==> config.mk <==
export PLATFORM = sky130hd
export DESIGN_NAME = vga_image_clear_flat
export DESIGN_NICKNAME = d
export VERILOG_FILES = /design/src/rtl/vga_image_clear_if.sv /design/src/rtl/vga_image_clear.sv /design/src/flat_wrapper.sv
export SDC_FILE = /design/constraint.sdc
export NUM_CORES = 1
export LEC_CHECK = 0
export BUFFER_PORTS_ARGS = -buffer_cell sky130_fd_sc_hd__buf_2
export CORE_UTILIZATION = 44
export CTS_CLUSTER_SIZE = 30
export DETAILED_ROUTE_END_ITERATION = 10
export HOLD_SLACK_MARGIN = 0.15
export PLACE_DENSITY = 0.79
export SETUP_SLACK_MARGIN = 0.02
export SLEW_MARGIN = 20
export SYNTH_ARGS = -nofsm -noshare
export SYNTH_HDL_FRONTEND = slang
export SYNTH_SLANG_ARGS = --single-unit
==> constraint.sdc <==
create_clock -name clk -period 1.61 [get_ports clk]
set_clock_uncertainty 0.2 [all_clocks]
set_input_delay 0.2415 -clock clk [delete_from_list [all_inputs] [get_ports clk]]
set_output_delay 0.2415 -clock clk [all_outputs]
set_load 0.03 [all_outputs]
==> src/rtl/vga_image_clear_if.sv <==
// vga_image_clear_if: pixel-write bus between the AHB image-write path,
// the clear stage and the image RAM (upstream in_* and downstream ram_*).
interface vga_image_clear_if #(
  parameter int ADDR_WIDTH = 15,
  parameter int DATA_WIDTH = 8
);

  logic                  in_we;
  logic [ADDR_WIDTH-1:0] in_addr;
  logic [DATA_WIDTH-1:0] in_wdata;
  logic                  in_ready;

  logic                  ram_we;
  logic [ADDR_WIDTH-1:0] ram_addr;
  logic [DATA_WIDTH-1:0] ram_wdata;

  modport master (
    output in_we,
    output in_addr,
    output in_wdata,
    input  in_ready,
    input  ram_we,
    input  ram_addr,
    input  ram_wdata
  );

  modport slave (
    input  in_we,
    input  in_addr,
    input  in_wdata,
    output in_ready,
    output ram_we,
    output ram_addr,
    output ram_wdata
  );

endinterface

==> src/rtl/vga_image_clear.sv <==
// vga_image_clear: fills the image RAM with CLEAR_VALUE after reset, then
// forwards pixel writes with one registered cycle. VGA_CLR_REQ_EN adds clr_req_i.
module vga_image_clear #(
  parameter int                   ADDR_WIDTH  = 15,
  parameter int                   DATA_WIDTH  = 8,
  parameter logic [DATA_WIDTH-1:0] CLEAR_VALUE = '0
) (
  input  logic                clk,
  input  logic                rst,
`ifdef VGA_CLR_REQ_EN
  input  logic                clr_req_i,
`endif
  vga_image_clear_if.slave    bus,
  output logic                clr_busy_o,
  output logic                clr_done_o
);

  localparam logic [0:0] S_CLEAR = 1'b0;
  localparam logic [0:0] S_PASS  = 1'b1;

  localparam logic [ADDR_WIDTH-1:0] CNT_TOP = '1;

  logic [0:0]            state_q, state_d;
  logic [ADDR_WIDTH-1:0] cnt_q, cnt_d;
  logic                  ram_we_q, ram_we_d;
  logic [ADDR_WIDTH-1:0] ram_addr_q, ram_addr_d;
  logic [DATA_WIDTH-1:0] ram_wdata_q, ram_wdata_d;
  logic                  busy_q, busy_d;
  logic                  ready_q, ready_d;
  logic                  done_q, done_d;

  // Next-state: sweep the address space, then hand the RAM to upstream.
  // The first PASS cycle (still busy) raises ready and pulses done.
  always_comb begin
    state_d     = state_q;
    cnt_d       = cnt_q;
    busy_d      = busy_q;
    ready_d     = ready_q;
    done_d      = 1'b0;
    ram_we_d    = bus.in_we & ready_q;
    ram_addr_d  = bus.in_addr;
    ram_wdata_d = bus.in_wdata;
    unique case (state_q)
      S_CLEAR: begin
        ram_we_d    = 1'b1;
        ram_addr_d  = cnt_q;
        ram_wdata_d = CLEAR_VALUE;
        cnt_d       = cnt_q + 1'b1;
        if (cnt_q == CNT_TOP) begin
          state_d = S_PASS;
        end
      end
      S_PASS: begin
        if (busy_q) begin
          busy_d  = 1'b0;
          ready_d = 1'b1;
          done_d  = 1'b1;
        end
`ifdef VGA_CLR_REQ_EN
        if (clr_req_i) begin
          state_d = S_CLEAR;
          cnt_d   = '0;
          busy_d  = 1'b1;
          ready_d = 1'b0;
          done_d  = 1'b0;
        end
`endif
      end
      default: begin
        state_d = S_CLEAR;
        cnt_d   = '0;
      end
    endcase
  end

  // State and registered RAM-side outputs; reset restarts the clear.
  always_ff @(posedge clk or posedge rst) begin
    if (rst) begin
      state_q     <= S_CLEAR;
      cnt_q       <= '0;
      ram_we_q    <= 1'b0;
      ram_addr_q  <= '0;
      ram_wdata_q <= '0;
      busy_q      <= 1'b1;
      ready_q     <= 1'b0;
      done_q      <= 1'b0;
    end else begin
      state_q     <= state_d;
      cnt_q       <= cnt_d;
      ram_we_q    <= ram_we_d;
      ram_addr_q  <= ram_addr_d;
      ram_wdata_q <= ram_wdata_d;
      busy_q      <= busy_d;
      ready_q     <= ready_d;
      done_q      <= done_d;
    end
  end

  assign bus.in_ready  = ready_q;
  assign bus.ram_we    = ram_we_q;
  assign bus.ram_addr  = ram_addr_q;
  assign bus.ram_wdata = ram_wdata_q;
  assign clr_busy_o    = busy_q;
  assign clr_done_o    = done_q;

endmodule
==> src/flat_wrapper.sv <==
// flat-port wrapper written by rule: the top's interface ports become plain ports
module vga_image_clear_flat 
#(
  parameter int                   ADDR_WIDTH  = 15,
  parameter int                   DATA_WIDTH  = 8,
  parameter logic [DATA_WIDTH-1:0] CLEAR_VALUE = '0
)
  (clk, rst, clr_busy_o, clr_done_o, bus_in_we, bus_in_addr, bus_in_wdata, bus_in_ready, bus_ram_we, bus_ram_addr, bus_ram_wdata);
  vga_image_clear_if #(.ADDR_WIDTH(ADDR_WIDTH), .DATA_WIDTH(DATA_WIDTH)) bus_i ();
  input  logic clk;
  input  logic rst;
  output logic clr_busy_o;
  output logic clr_done_o;
  input wire logic [$bits(bus_i.in_we)-1:0] bus_in_we;
  input wire logic [$bits(bus_i.in_addr)-1:0] bus_in_addr;
  input wire logic [$bits(bus_i.in_wdata)-1:0] bus_in_wdata;
  output wire logic [$bits(bus_i.in_ready)-1:0] bus_in_ready;
  output wire logic [$bits(bus_i.ram_we)-1:0] bus_ram_we;
  output wire logic [$bits(bus_i.ram_addr)-1:0] bus_ram_addr;
  output wire logic [$bits(bus_i.ram_wdata)-1:0] bus_ram_wdata;
  assign bus_i.in_we = bus_in_we;
  assign bus_i.in_addr = bus_in_addr;
  assign bus_i.in_wdata = bus_in_wdata;
  assign bus_in_ready = bus_i.in_ready;
  assign bus_ram_we = bus_i.ram_we;
  assign bus_ram_addr = bus_i.ram_addr;
  assign bus_ram_wdata = bus_i.ram_wdata;
  vga_image_clear #(.ADDR_WIDTH(ADDR_WIDTH), .DATA_WIDTH(DATA_WIDTH), .CLEAR_VALUE(CLEAR_VALUE)) u_core (.clk(clk), .rst(rst), .bus(bus_i), .clr_busy_o(clr_busy_o), .clr_done_o(clr_done_o));
endmodule
Yosys cells after proc, flatten, opt, wreduce, memory -nomap -nowiden. Index checks and enable logic that the tools add are counted.

Register bits after elaboration: 43. Latch bits: 0. RAM bits: 0. Bits in read-only memories: 0. Input bits: 26. Output and inout bits: 27. Memories kept: 0.

$add $sub $neg: 1. $mul: 0. Div/mod/pow operators: 0. Magnitude comparators: 0. Equal/unequal tests: 1. Shifts and indexed selects: 0. Mux-type cells: 7. Bitwise logic cells: 1. Reduce and logical (&&, ||, !) cells: 1.

Operator list (count): $add 15x1->15 const B (1); $eq 15x15->1 const B (1); $mux 15 (1); $mux 8 (1); $mux 1 (5); $reduce_and 2->1 (1); $and 1x1->1 (1).

Depth between registers and ports, before layout. Gate-level depths: netlist (run 1).

Word-level depth: 3. Gate-level depth with buffers: 5. Gate-level depth less buffers: 5.

Worst setup path after synthesis (run 1). Ideal clock, no wire load.

Path type: register to register. From: register u_core.cnt_q[0]. To: register u_core.cnt_q[12]. Library setup time: 0.123 ns. Arrival: 1.226 ns. Slack: 0.061 ns. Stages on the path, launching flop included: 6. Path buffers: 0. Cell sequence: dfrtp_1 ha_1 nand4_2 nor3_2 nand2_1 xnor2_1.

Longest elaborated chain between the ends: 1.

Ends and longest elaborated chain: start, declared (line vga_image_clear.sv:24) `logic [ADDR_WIDTH-1:0] cnt_q, cnt_d;`; start signal, assigned (line vga_image_clear.sv:89) `cnt_q <= cnt_d;`; $add 15x1->15 (line vga_image_clear.sv:48) `cnt_d = cnt_q + 1'b1;`.

Every way passes these cells. A chain may end at the register's enable or synchronous reset.

Worst setup path in the final report (run 1).
From: register u_core.cnt_q[0]. To: register u_core.cnt_q[14].

The elaborated chain is that of the path after synthesis.

==> qor.csv, run 1 <==
stage,metric,value,unit
clock_network,"Clk pin slew, worst setup/hold paths",80,ps
setup_path,FF-to-FF path depth,5,
run_status,outcome,finished clean,
routing,DR iter-0 viols,29,
sta,Final Max Tran Viols,0,
grt,gr ovfl total,0,
die,Starting Density,47.66,%
grt,vias in the first global route,1358,
sta,slew of the pin with the lowest slew margin,342.5,ps
die,IO Count,53,
grt,initial antenna violation count,0,
logic_synthesis,Synth Area in XOR/XNOR,7.419,%
die,Die X,63.29,µm
sta,setup TNS,0,ps
pwr,P_leak,1.261,nW
setup_path,Worst Path Max Fanout,4,
clock_network,Root Buffer,clkbuf_8,
logic_synthesis,Yosys top cell area share,63.59,%
final_layout,Antenna diodes,0,
final_layout,Nets,241,
grt,largest net degree at the start of global routing,44,
final_layout,footprint of the multi-input gates,595.6,µm²
routing,DRT antenna net count,0,
sta,Final WS setup,39.97,ps
sta,RSZ-0062 raised after global routing,yes,
logic_synthesis,post-synthesis simple-gate area fraction,15.67,%
final_layout,# fillers,253,
grt,Total Routing Usage GR,20.05,%
setup_path,Required @ worst endpoint,1590,ps
routing,Via-to-Cell Ratio,4.709,
placement,routability cong.,0.8220,
routing,Pre-antenna DRT Iters,3,
logic_synthesis,post-synth net total,152,
logic_synthesis,Synth Area in Compound Gates,1.287,%
setup_path,Setup crit start kind,register,
setup_path,critical path type,reg2reg,
setup_path,Worst setup EP type,register,
routing,DR WL/cell,13.55,µm
setup_path,R2R Path Start,u_core.cnt_q[0]$_DFFE_PP0N_,
sta,Final Hold Fails,0,
logic_synthesis,Synth Warn #,0,
min_path,Hold Startpoint,u_core.clr_busy_o$_DFFE_PP1P_,
min_path,hold depth,1,
placement,IO Port Bufs,52,
run,number of max-cap violations,0,
final_layout,FF/Latch Area,1077,µm²
setup_path,"Slowest-stage cell, CP",dfrtp_1,
setup_path,r2r endpoint,u_core.cnt_q[14]$_DFFE_PP0N_,
routing,via count,1229,
die,Die Ht,63.29,µm
sta,min cycle time layout,1570,ps
setup_path,Crit path largest cell delay,410,ps
clock_network,worst-case clock buffer depth,2,
logic_synthesis,ranking of synthesized cells by area,"dfrtp_1, mux2_2, xnor2_1, and2_1, nand2_1",
setup_path,WP data arrival,1550,ps
die,core area,3468,µm²
setup_path,R2R Setup Slk,40,ps
grt,first-pass GRT wire length,6.030,mm
sta,Hold WS,297.2,ps
final_layout,Syn-to-layout area delta,47.09,%
logic_synthesis,main combinational cell family by area after synthesis,simple AND/OR/NAND/NOR gates,
clock_network,number of H-tree levels,2,
clock_network,clock insertion delay at the later pin of the skew report,290,ps
min_path,HP Class,reg2reg,
routing,Remaining DRCs,0,
final_layout,share of layout cells above drive strength 1,40.93,%
clock_network,CTS Buf Count,5,
logic_synthesis,Mapped Avg Cell Area,13.22,µm²
setup_path,crit path cell chain,ha_4 > nand4_4 > nor3_4 > nand2_1 > xnor2_2,
logic_synthesis,flip-flop and latch count after synthesis,43,
logic_synthesis,Synth Area in Adders,0.7570,%
logic_synthesis,Post-Synthesis Cells,125,
logic_synthesis,post-synthesis mux area share,8.176,%
logic_synthesis,sequential fraction of the synthesis area,65.18,%
sta,Max Fclk,636.9,MHz
placement,Detailed Place HPWL,2.222,mm
sta,setup violators final,0,
sta,final period utilization,97.52,%
clock_network,CTS Sinks,43,
logic_synthesis,synthesized area,1653,µm²
setup_path,crit path buf inv count,0,
logic_synthesis,Synth area leader,dfrtp_1,
placement,DP Worst Slack,-2.809,ps
setup_path,"Largest delay share family, worst path",simple AND/OR/NAND/NOR gates,
clock_network,CTS tree,yes,
routing,Total Routed Length,3.536,mm
die,row count,21,
pwr,PD cells,817.4,nW/µm²
pwr,Peak VDD IR,0.0003806,V
die,die area,4006,µm²
min_path,sink of the worst hold path,u_core.clr_busy_o$_DFFE_PP1P_,
logic_synthesis,library cells used by synthesis,28,
sta,max_slew headroom,76.96,%
what timing repair did:
item,in CTS,in global routing
gates resized for setup,1,6
setup buffers,0,2
pin swaps,1,2
hold buffers,25,0
hold endpoints to repair,67,0
cloned,0,0
endpoints found under the setup margin,2,3
through the flow:
step / instances / utilization, % / cell area, µm² / power (mW)
3_5_place_dp: 226 / 58.08 / 2014 / 1.157
5_1_grt: 261 / 70.09 / 2431 / 2.062
3_3_place_gp: 226 / 58.08 / 2014 / 1.155
4_1_cts: 259 / 68.54 / 2377 / 2.008
2_1_floorplan: 125 / - / 1653 / 1.117
6_report: 261 / 70.09 / 2431 / 1.987
layout make-up:
type,instances,share of cell area (%)
flip-flops and latches,43,44.31
multi-input cells,76,24.50
repair buffers,85,23.98
clock buffers,7,3.139
well taps,46,2.367
clock inverters,1,1.235
inverters,3,0.4632
placed cells by master, fill, tap and decap left out, types with 2 or more instances in the layout:
cell,count
buf_2,52
dfrtp_1,42
dlygate4sd3_1,25
nand2_1,14
mux2_2,12
xnor2_1,9
and2_1,9
buf_4,7
nor2_1,5
clkbuf_8,5
xor2_1,4
nand3_1,4
nand2b_1,3
inv_1,2
clkbuf_1,2
worst max path at each step:
stage	startpoint	end	depth (start not counted)
after floorplan	u_core.cnt_q[0]$_DFFE_PP0N_	u_core.cnt_q[12]$_DFFE_PP0N_	5
after global placement	u_core.cnt_q[0]$_DFFE_PP0N_	u_core.cnt_q[12]$_DFFE_PP0N_	5
after detailed placement	u_core.cnt_q[1]$_DFFE_PP0N_	u_core.cnt_q[12]$_DFFE_PP0N_	5
after CTS	u_core.cnt_q[1]$_DFFE_PP0N_	u_core.cnt_q[12]$_DFFE_PP0N_	5
after global routing	u_core.cnt_q[0]$_DFFE_PP0N_	u_core.cnt_q[14]$_DFFE_PP0N_	5
final	u_core.cnt_q[0]$_DFFE_PP0N_	u_core.cnt_q[14]$_DFFE_PP0N_	5
synth_stat cells:
master and count:
a21o_1 1, a31o_2 1, and2_1 9, and2b_1 1, and3_1 1, and4_1 1
buf_2 2, clkbuf_1 1, dfrtp_1 42, dfstp_2 1, ha_1 1, inv_1 3
mux2_2 12, nand2_1 14, nand2b_1 3, nand3_1 4, nand3_2 1, nand4_1 1
nand4_2 1, nor2_1 5, nor2b_1 1, nor3_2 1, nor4_1 1, nor4_2 1
o21ai_0 1, or2_2 1, xnor2_1 10, xor2_1 4
where the power goes:
| part | switching [mW] | internal [mW] |
|---|---|---|
| clock network | 0.341 | 0.464 |
| registers | 0 | 1.08 |
| logic | 0.0371 | 0.0657 |
| total | 0.378 | 1.61 |
state kept, by name, summed over array words and instances, names as in the netlist:
register and count:
u_core.bus.in_ready 1, u_core.clr_busy_o 1, u_core.cnt_q 15, u_core.bus.ram_wdata 8, u_core.bus.ram_we 1, u_core.clr_done_o 1, u_core.bus.ram_addr 15, u_core.state_q 1
layer usage:
metal | global-route usage (%) | routed length (µm) | up-vias
li1 | - | - | 585
met1 | 23.38 | 1461 | 590
met2 | 35.22 | 1822 | 47
met3 | 4.710 | 197 | 7
met4 | 8.239 | 55 | 0
met5 | 0 | 0 | -
worst register-to-register path, cell delays in order (launching register included):
cell     delay, ps
dfrtp_1        410
ha_4           180
nand4_4        140
nor3_4         250
nand2_1        130
xnor2_2        150
cell families (layout without fill, tap and decap cells):
kind of cell / count (synthesis) / count (layout)
fa+ha+maj: 1 / 1
simple gates: 46 / 46
compound gates: 3 / 3
flops: 43 / 43
mux: 12 / 12
xor+xnor: 14 / 14
buf+inv: 6 / 96
Note: power is estimated with default switching activity, not from simulation.
==> run 2, diff against run 1 <==
CORE_UTILIZATION = 53   (was 44)
PLACE_DENSITY = 0.89   (was 0.79)
clock period = 1.9 ns   (was 1.61 ns; I/O delays follow)
==> run 2 against run 1 <==
- clock-buffer cell count up 1
- global-route usage rose by 2.6 points
- critical endpoint is now u_core.cnt_q[12]$_DFFE_PP0N_
- cell count is 7.7% lower
- the run now ends with design-rule violations left
- clock power fell by 40%
- largest power group unchanged
- via count down 4.0%
- non-clock buffer count decreased by 5
==> qor.csv, run 2 (synthesized netlist as in run 1, its figures left out) <==
stage,metric,value,unit,change
setup_path,Required @ worst endpoint,1940,ps,was 1590 ps
final_layout,Antenna diodes,0,,unchanged
placement,routability cong.,0.7816,,was 0.8220
routing,DR WL/cell,13.72,µm,was 13.55 µm
pwr,P_leak,1.215,nW,was 1.261 nW
routing,DRT antenna net count,0,,unchanged
sta,slew of the pin with the lowest slew margin,605.8,ps,was 342.5 ps
sta,Final Hold Fails,0,,unchanged
placement,IO Port Bufs,52,,unchanged
final_layout,post-layout util,80.57,%,was 70.09%
setup_path,Worst setup EP type,register,,unchanged
routing,Pre-antenna DRT Iters,9,,was 3
die,die area,3346,µm²,was 4006 µm²
final_layout,"most common cell after layout, fill and taps aside",buf_2,,unchanged
die,core area,2853,µm²,was 3468 µm²
routing,via count,1180,,"was 1,229"
final_layout,FF/Latch Area,1077,µm²,unchanged
grt,largest net degree at the start of global routing,28,,was 44
die,IO Count,53,,unchanged
die,Starting Density,57.94,%,was 47.66%
clock_network,Root Buffer,clkbuf_4,,was clkbuf_8
sta,Final WS setup,189.9,ps,was 39.97 ps
min_path,HP Class,in2async,,was reg2reg
clock_network,worst-case clock buffer depth,2,,unchanged
grt,Total Routing Usage GR,22.64,%,was 20.05%
final_layout,post-route design area,2298,µm²,was 2431 µm²
grt,gr ovfl total,0,,unchanged
placement,Detailed Place HPWL,2.085,mm,was 2.222 mm
pwr,PD cells,647.1,nW/µm²,was 817.4 nW/µm²
setup_path,critical path type,reg2reg,,unchanged
clock_network,"Clk pin slew, worst setup/hold paths",110,ps,was 80 ps
final_layout,Final Non-Filler Cells,241,,was 261
grt,first-pass GRT wire length,5.568,mm,was 6.030 mm
pwr,Peak VDD IR,0.0004887,V,was 0.0003806 V
setup_path,Setup crit start kind,register,,unchanged
final_layout,footprint of the multi-input gates,556.8,µm²,was 595.6 µm²
setup_path,Worst Path Max Fanout,5,,was 4
clock_network,Post CTS Setup Buffer Count,0,,unchanged
placement,Post-DP Area,1973,µm²,was 2014 µm²
run,number of max-cap violations,0,,unchanged
grt,initial antenna violation count,0,,unchanged
grt,vias in the first global route,1275,,"was 1,358"
clock_network,CTS Sinks,43,,unchanged
sta,setup violators final,0,,unchanged
final_layout,Syn-to-layout area delta,39.06,%,was 47.09%
final_layout,Nets,236,,was 241
final_layout,share of layout cells above drive strength 1,38.57,%,was 40.93%
run_status,violated checks,design-rule violations,,
sta,final period utilization,90.00,%,was 97.52%
routing,Remaining DRCs,6,,was 0
placement,DP Cell Count,208,,was 226
clock_network,number of H-tree levels,2,,unchanged
clock_network,CTS Buf Count,5,,unchanged
sta,Hold WS,287.4,ps,was 297.2 ps
die,Die Ht,57.85,µm,was 63.29 µm
routing,Total Routed Length,3.306,mm,was 3.536 mm
routing,Via-to-Cell Ratio,4.896,,was 4.709
sta,Max Fclk,584.8,MHz,was 636.9 MHz
sta,min cycle time layout,1710,ps,was 1570 ps
setup_path,WP data arrival,1750,ps,was 1550 ps
routing,DR iter-0 viols,40,,was 29
sta,setup TNS,0,ps,unchanged
placement,DP Worst Slack,187.1,ps,was -2.809 ps
clock_network,CTS tree,yes,,unchanged
sta,max_slew headroom,59.36,%,was 76.96%
pwr,Overall Power,1.487,mW,was 1.987 mW
die,Die X,57.85,µm,was 63.29 µm
setup_path,R2R Setup Slk,190,ps,was 40 ps
clock_network,clock insertion delay at the later pin of the skew report,350,ps,was 290 ps
final_layout,# fillers,179,,was 253
sta,Final Max Tran Viols,0,,unchanged
die,row count,19,,was 21
final_layout,"commonest non-fill, non-tap cells in the layout","buf_2, dfrtp_1, dlygate4sd3_1",,unchanged
sta,RSZ-0062 raised after global routing,no,,was yes
run_status,outcome,"finished, violations left",,was finished clean
run 2: timing repair:
item / CTS / global route
gates resized for setup: 0 / 1
hold endpoints to repair: 67 / 0
setup endpoints to repair: 0 / 1
hold buffers: 25 / 0
run 2: final timing paths:
| kind | end | cells after the start | from |
|---|---|---|---|
| min reg2reg | u_core.clr_busy_o$_DFFE_PP1P_ | 1 | u_core.clr_busy_o$_DFFE_PP1P_ |
| min in group clk | u_core.clr_busy_o$_DFFE_PP1P_ | 1 | u_core.clr_busy_o$_DFFE_PP1P_ |
| max in group asynchronous | u_core.bus.ram_addr[12]$_DFF_PP0_ | 4 | rst |
| max | u_core.cnt_q[12]$_DFFE_PP0N_ | 5 | u_core.cnt_q[0]$_DFFE_PP0N_ |
| min | u_core.bus.ram_addr[6]$_DFF_PP0_ | 3 | rst |
| max reg2reg | u_core.cnt_q[12]$_DFFE_PP0N_ | 5 | u_core.cnt_q[0]$_DFFE_PP0N_ |
run 2: cell type report:
cell class / count / area share, %
clock buffers: 8 / 2.994
inverters: 3 / 0.4899
multi-input cells: 76 / 24.22
flip-flops and latches: 43 / 46.87
repair buffers: 80 / 23.73
well taps: 31 / 1.688
run 2: worst max-delay path, cell delays in order, from the launching register on:
cell and delay, ps:
dfrtp_1 460, ha_1 250, nand4_2 190, nor3_4 270, nand2_1 100, xnor2_1 130
run 2: routing by layer:
layer	routed length [µm]	GRT usage, %	vias up	share of wire [%]
li1	-	-	576	-
met1	1444	27.36	551	44
met2	1571	38.10	46	48
met3	240	7.366	7	7.3
met4	51	8.163	0	1.5
met5	0	0	-	0
run 2: report_power, final:
group	switching [mW]	internal, mW	total, mW	leakage (nW)
sequential	0	0.915	0.915	0.568
combinational	0.0308	0.0554	0.0863	0.609
clock	0.268	0.218	0.486	0.0386
